$ cat src/rtl/lsu_mem_port_if.sv
// Word-oriented data-memory bus between the load/store port and the memory.
// The master drives the request side; the slave returns ready, rvalid and rdata.
interface lsu_mem_port_if;
  logic        req;
  logic        we;
  logic [31:0] addr;
  logic [3:0]  be;
  logic [31:0] wdata;
  logic        ready;
  logic        rvalid;
  logic [31:0] rdata;

  modport master (
    output req, we, addr, be, wdata,
    input  ready, rvalid, rdata
  );

  modport slave (
    input  req, we, addr, be, wdata,
    output ready, rvalid, rdata
  );
endinterface

$ cat src/rtl/lsu_mem_port.sv
// Load/store port: turns memory-stage requests into word-aligned bus transfers
// and stalls the single-cycle core until the transfer completes or faults.
//
// state  | meaning
// IDLE   | waiting for mem_read/mem_write; fault checks and request setup
// REQ    | m.req held until the bus accepts it
// WAIT_R | load accepted, waiting for read data
// DONE   | completion cycle: ld_valid/err pulse, core released
module lsu_mem_port #(
  parameter int TIMEOUT = 16
) (
  input  logic        clk,
  input  logic        rst_n,
  input  logic        mem_read,
  input  logic        mem_write,
  input  logic [2:0]  funct3,
  input  logic [31:0] addr,
  input  logic [31:0] wdata,
  output logic        stall,
  output logic [31:0] ld_raw,
  output logic [2:0]  ld_ex,
  output logic        ld_valid,
  output logic        err,
  lsu_mem_port_if.master m
);

  localparam logic [1:0] IDLE   = 2'd0;
  localparam logic [1:0] REQ    = 2'd1;
  localparam logic [1:0] WAIT_R = 2'd2;
  localparam logic [1:0] DONE   = 2'd3;

  localparam int TW = (TIMEOUT > 1) ? $clog2(TIMEOUT) : 1;
  localparam logic [TW-1:0] T_LAST = (TIMEOUT > 0) ? TW'(TIMEOUT - 1) : '0;

  logic [1:0]    state;
  logic          req_q;
  logic          we_q;
  logic [31:0]   addr_q;
  logic [3:0]    be_q;
  logic [31:0]   wdata_q;
  logic [1:0]    off_q;
  logic [2:0]    f3_q;
  logic [TW-1:0] cnt;

  logic          is_store;
  logic          f3_ok;
  logic          misal;
  logic          fault;
  logic          to_hit;
  logic [3:0]    be_n;
  logic [31:0]   wd_n;

  always_comb begin
    is_store = mem_write & ~mem_read;
    if (mem_read)
      f3_ok = funct3 inside {3'b000, 3'b001, 3'b010, 3'b100, 3'b101};
    else
      f3_ok = funct3 inside {3'b000, 3'b001, 3'b010};
    misal = ((funct3[1:0] == 2'b01) && addr[0]) ||
            ((funct3[1:0] == 2'b10) && (addr[1:0] != 2'b00));
    fault = ~f3_ok | misal;
    case (funct3[1:0])
      2'b00: begin
        be_n = 4'b0001 << addr[1:0];
        wd_n = {4{wdata[7:0]}};
      end
      2'b01: begin
        be_n = 4'b0011 << {addr[1], 1'b0};
        wd_n = {2{wdata[15:0]}};
      end
      default: begin
        be_n = 4'b1111;
        wd_n = wdata;
      end
    endcase
  end

  // A handshake arriving in the last allowed cycle is checked before this.
  assign to_hit = (TIMEOUT != 0) && (cnt == T_LAST);

  assign stall = ((state == IDLE) && (mem_read || mem_write)) ||
                 (state == REQ) || (state == WAIT_R);

  assign m.req   = req_q;
  assign m.we    = we_q;
  assign m.addr  = addr_q;
  assign m.be    = be_q;
  assign m.wdata = wdata_q;

  always_ff @(posedge clk or negedge rst_n) begin
    if (!rst_n) begin
      state    <= IDLE;
      req_q    <= 1'b0;
      we_q     <= 1'b0;
      addr_q   <= '0;
      be_q     <= '0;
      wdata_q  <= '0;
      off_q    <= '0;
      f3_q     <= '0;
      cnt      <= '0;
      ld_raw   <= '0;
      ld_ex    <= '0;
      ld_valid <= 1'b0;
      err      <= 1'b0;
    end else begin
      ld_valid <= 1'b0;
      err      <= 1'b0;
      case (state)
        IDLE: begin
          if (mem_read || mem_write) begin
            if (fault) begin
              err    <= 1'b1;
              ld_raw <= '0;
              state  <= DONE;
            end else begin
              req_q   <= 1'b1;
              we_q    <= is_store;
              addr_q  <= {addr[31:2], 2'b00};
              be_q    <= be_n;
              wdata_q <= wd_n;
              off_q   <= addr[1:0];
              f3_q    <= funct3;
              cnt     <= '0;
              state   <= REQ;
            end
          end
        end
        REQ: begin
          cnt <= cnt + 1'b1;
          if (m.ready) begin
            req_q <= 1'b0;
            state <= we_q ? DONE : WAIT_R;
          end else if (to_hit) begin
            req_q  <= 1'b0;
            err    <= 1'b1;
            ld_raw <= '0;
            state  <= DONE;
          end
        end
        WAIT_R: begin
          cnt <= cnt + 1'b1;
          if (m.rvalid) begin
            ld_raw   <= m.rdata >> {off_q, 3'b000};
            ld_ex    <= f3_q;
            ld_valid <= 1'b1;
            state    <= DONE;
          end else if (to_hit) begin
            err    <= 1'b1;
            ld_raw <= '0;
            state  <= DONE;
          end
        end
        DONE: begin
          be_q  <= '0;
          we_q  <= 1'b0;
          state <= IDLE;
        end
        default: state <= IDLE;
      endcase
    end
  end

endmodule

$ cat src/flat_wrapper.sv
// flat-port wrapper written by rule: the top's interface ports become plain ports
module lsu_mem_port_flat 
#(
  parameter int TIMEOUT = 16
)
  (clk, rst_n, mem_read, mem_write, funct3, addr, wdata, stall, ld_raw, ld_ex, ld_valid, err, m_req, m_we, m_addr, m_be, m_wdata, m_ready, m_rvalid, m_rdata);
  lsu_mem_port_if m_i ();
  input  logic clk;
  input  logic rst_n;
  input  logic mem_read;
  input  logic mem_write;
  input  logic [2:0] funct3;
  input  logic [31:0] addr;
  input  logic [31:0] wdata;
  output logic stall;
  output logic [31:0] ld_raw;
  output logic [2:0] ld_ex;
  output logic ld_valid;
  output logic err;
  output wire logic [$bits(m_i.req)-1:0] m_req;
  output wire logic [$bits(m_i.we)-1:0] m_we;
  output wire logic [$bits(m_i.addr)-1:0] m_addr;
  output wire logic [$bits(m_i.be)-1:0] m_be;
  output wire logic [$bits(m_i.wdata)-1:0] m_wdata;
  input wire logic [$bits(m_i.ready)-1:0] m_ready;
  input wire logic [$bits(m_i.rvalid)-1:0] m_rvalid;
  input wire logic [$bits(m_i.rdata)-1:0] m_rdata;
  assign m_req = m_i.req;
  assign m_we = m_i.we;
  assign m_addr = m_i.addr;
  assign m_be = m_i.be;
  assign m_wdata = m_i.wdata;
  assign m_i.ready = m_ready;
  assign m_i.rvalid = m_rvalid;
  assign m_i.rdata = m_rdata;
  lsu_mem_port #(.TIMEOUT(TIMEOUT)) u_core (.clk(clk), .rst_n(rst_n), .mem_read(mem_read), .mem_write(mem_write), .funct3(funct3), .addr(addr), .wdata(wdata), .stall(stall), .ld_raw(ld_raw), .ld_ex(ld_ex), .ld_valid(ld_valid), .err(err), .m(m_i));
endmodule
$ cat config.mk
export PLATFORM = sky130hd
export DESIGN_NAME = lsu_mem_port_flat
export DESIGN_NICKNAME = d
export VERILOG_FILES = /design/src/rtl/lsu_mem_port_if.sv /design/src/rtl/lsu_mem_port.sv /design/src/flat_wrapper.sv
export SDC_FILE = /design/constraint.sdc
export NUM_CORES = 1
export LEC_CHECK = 0
export CORE_MARGIN = 4
export CORE_UTILIZATION = 40
export DETAILED_ROUTE_END_ITERATION = 16
export PLACE_DENSITY = 0.74
export SLEW_MARGIN = 20
export SYNTH_ARGS = -nofsm -noshare
export SYNTH_HDL_FRONTEND = slang
export SYNTH_SLANG_ARGS = --single-unit
$ cat constraint.sdc
create_clock -name clk -period 2.2 [get_ports clk]
set_input_delay 0.22 -clock clk [delete_from_list [all_inputs] [get_ports clk]]
set_output_delay 0.22 -clock clk [all_outputs]
set_load 0.02 [all_outputs]
==> results by group <==
Clock network
  • Worst-Skew Late Latency: 0.41 ns
  • Root buf cell: clkbuf_16
  • CTS Buffer Depth: 2
  • CTS tree: built
  • Clock transition at the registers of the reported paths: 0.05 ns
  • Post-CTS setup buffers: 0
  • CTS sink count: 116
  • CTS HTree Levels: 4
  • Num CTS Buffers: 17

Logic synthesis
  • Ys async rst share: 1.00
  • Synth top area share: 0.535
  • Post-synth EDFFs: 0
  • Syn Std Cell Area: 5430 um2
  • Distinct cells, synth: 44
  • Cells after Synth: 468
  • Synthesized flop and latch total: 116
  • Top area cells in the synthesized netlist: dfrtp_1 (54%), mux2i_1 (7.6%), o21ai_0 (6.1%), mux2_2 (5.8%), mux2_1 (5.4%)
  • Post-synthesis sequential area ratio: 0.535
  • Post-synth top area cell: dfrtp_1
  • Dominant synthesized flop cell: dfrtp_1
  • Syn_area_per_cell: 11.6 um2
  • Synth warnings: 0

Timing
  • Slew @ Worst Pin: 0.893 ns
  • Slew Limit Fails: 0
  • Final Setup Violations: 0
  • Total negative setup slack: 0 ns
  • Max Fclk: 482 MHz
  • Final Hold Fails: 0
  • Period utilization: 0.943
  • RSZ-0062 raised after global routing: no
  • Period minus WS final: 2.08 ns
  • Max Clock Skew: 0.00869 ns
  • Slew HR: 0.403

Final layout
  • Layout cells sized above 1: 0.139
  • Antenna diode count: 0
  • Fin nets: 812
  • Area Overhead vs Synth: 56.6%
  • Multi-input gate area: 2340 um2
  • Filler cells: 1035
  • Register area: 2900 um2
  • Cell area after layout: 8490 um2

Setup path
  • Reg-to-Reg Start: u_core.state[1]$_DFFE_PN0N_
  • Worst path top cell family by delay: compound AO/OA/AOI/OAI gates
  • CP cell instances: inv_1 -> ha_1 -> o21a_1 -> o211ai_1 -> a221o_1 -> buf_12 -> a22o_1
  • FF-to-FF End: u_core.ld_raw[2]$_DFFE_PN0P_
  • Crit path launch type: register
  • Worst setup path class: register to register
  • Worst Reg-to-Reg Cells: 7
  • Crit-path max FO: 32
  • CP Data Arrival Time: 2.36 ns
  • Slowest CP cell: dfrtp_1
  • Flop2flop setup slack: 0.12 ns
  • CP required: 2.49 ns
  • Crit path buffers/inverters: 2
  • Worst setup EP type: register
  • Max incr delay on CP: 0.43 ns

Global routing
  • Grt met1 use: 0.267
  • Most Crowded Layer GR: met2
  • Total global-route track usage: 0.213
  • First-pass GRT wire length: 26.7 mm
  • Grt total ovfl: 0
  • Met2 Use GR: 0.325
  • Vias in the first global route: 5094
  • Maximum number of pins on one net before global-route repair: 43
  • Met3 usage: 0.0965
  • Initial antenna violation count: 0

Placement
  • Placed inst area: 7900 um2
  • Routability cong.: 0.859
  • HPWL Detailed: 12.0 mm
  • IO buf count: 210

Power
  • Peak VDD IR: 0.734 mV
  • PwrDens: 1420 nW/um2
  • Leakage: 3.70 nW

Drt
  • Via count: 4742
  • WL/cell: 18.2 um
  • Via density: 5.33
  • Iter 0 DRT Violations: 339
  • Length of the first detailed-routing pass in iterations: 4
  • Routed Wire Length: 16.2 mm
  • Routed Antenna Nets: 0
  • Residual DRC count: 0

Floorplanning
  • Overall die area: 15500 um2
  • Core footprint: 13200 um2
  • Die X: 124 um
  • Initial Util: 0.410
  • I/O pin cnt: 213
  • Die Y: 124 um
  • Std-Cell Rows: 42

Job
  • Max Cap Violations: 0

Worst hold path
  • Hold Crit Class: input port to asynchronous set/reset pin

Outcome
  • Outcome: finished, final reports clean
## flip-flops by register name (all words and copies together), names as in the netlist
| register | cells |
|---|---|
| u_core.err | 1 |
| u_core.m.req | 1 |
| u_core.off_q | 2 |
| u_core.m.addr | 30 |
| u_core.ld_raw | 32 |
| u_core.cnt | 4 |
| u_core.m.wdata | 32 |
| u_core.m.be | 4 |
| u_core.ld_ex | 3 |
| u_core.m.we | 1 |
| u_core.ld_valid | 1 |
| u_core.f3_q | 3 |
| u_core.state | 2 |
## routing by layer
layer  routed length (um)  part of all wire
met1                 6840              0.42
met2                 7390              0.46
met3                 1640              0.10
met4                  302             0.019
met5                    0                 0
## worst max-delay path by stage
stage	from	end	slack, ns	depth (start not counted)
3_3_place_gp	funct3[2]	u_core.m.be[2]$_DFFE_PN0P_	-0.09	7
4_1_cts	u_core.state[1]$_DFFE_PN0N_	stall	0.004	5
3_5_place_dp	funct3[2]	u_core.m.be[0]$_DFFE_PN0P_	-0.17	7
2_1_floorplan	u_core.state[1]$_DFFE_PN0N_	u_core.ld_raw[24]$_DFFE_PN0P_	0.22	6
6_report	u_core.state[1]$_DFFE_PN0N_	u_core.ld_raw[2]$_DFFE_PN0P_	0.12	7
5_1_grt	u_core.state[1]$_DFFE_PN0N_	u_core.ld_raw[4]$_DFFE_PN0P_	0.05	7
## final cells by class
cell class,instances,share of cell area
Inverter,9,0.00398
Multi-Input combinational cell,313,0.276
Clock inverter,9,0.0121
Sequential cell,116,0.342
Timing Repair Buffer,244,0.284
Tap cell,176,0.0259
Clock buffer,23,0.0563
## synthesized netlist by cell type, types with 3 or more instances
library cell,instances
dfrtp_1,116
mux2_2,28
nor2b_1,4
o21ai_1,4
nand2_1,26
a221oi_1,4
a22o_1,32
ha_1,6
inv_1,9
a21oi_1,21
buf_1,3
nand3_1,4
mux2i_1,41
o211ai_1,3
o21ai_0,66
buf_6,3
buf_2,7
clkbuf_1,16
nor2_1,18
mux2_1,26
a221o_1,3
## worst reg2reg max path: stages (launching register included)
cell	delay, ns
dfrtp_1	0.43
inv_1	0.12
ha_1	0.20
o21a_1	0.20
o211ai_1	0.19
a221o_1	0.38
buf_12	0.18
a22o_1	0.26
## cells by family (layout without fill, tap and decap cells)
group           count (synthesis)  after routing  share of synthesized area
buf+inv                        40            285                     0.0348
compound gates                146            146                      0.171
fa+ha+maj                       6              6                     0.0138
mux                            95             95                      0.188
simple gates                   64             64                     0.0570
other cells                     1              2                   0.000691
flops                         116            116                      0.535
## cell usage in the layout (no fill, tap or decap), types with 3 or more instances in the layout
cell type	n
a221o_1	3
o211ai_1	3
a221oi_1	4
inv_1	9
clkbuf_1	3
mux2i_1	41
clkdlybuf4s50_1	208
ha_1	6
a22o_1	32
o21ai_1	4
nand2_1	26
o21ai_0	66
dfrtp_1	116
clkbuf_8	3
clkinv_2	4
clkbuf_16	17
clkinvlp_4	3
nor2_1	18
nor2b_1	4
nand3_1	4
mux2_2	28
buf_4	29
mux2_1	26
a21oi_1	21
buf_12	5
## through the flow
| step | worst slack, ns | total power [mW] | hold WS, ns | cells | util |
|---|---|---|---|---|---|
| global placement | -0.0873 | 9.30 | 0.221 | 857 | 0.597 |
| finish | 0.124 | 12.1 | 0.339 | 890 | 0.641 |
| detailed placement | -0.172 | 9.45 | 0.227 | 857 | 0.597 |
| floorplan | 0.224 | 6.62 | -0.0756 | 469 | - |
| CTS | 0.00405 | 12.2 | 0.353 | 890 | 0.642 |
| global route | 0.0527 | 12.8 | 0.371 | 890 | 0.641 |
## report_power, final
group / switching (mW) / total, mW / internal, mW / leakage (nW)
clock network: 0.928 / 2.67 / 1.75 / 0.279
registers: 0.506 / 3.56 / 3.06 / 1.47
logic: 3.01 / 5.84 / 2.82 / 1.95
## repair_timing
item                                    4_1_cts  5_1_grt
hold buffers                                  1        0
gates resized for setup                       3        1
endpoints found under the setup margin        9        1
endpoints found under the hold margin        33        0
No activity file was read; power rests on OpenSTA's default activity.
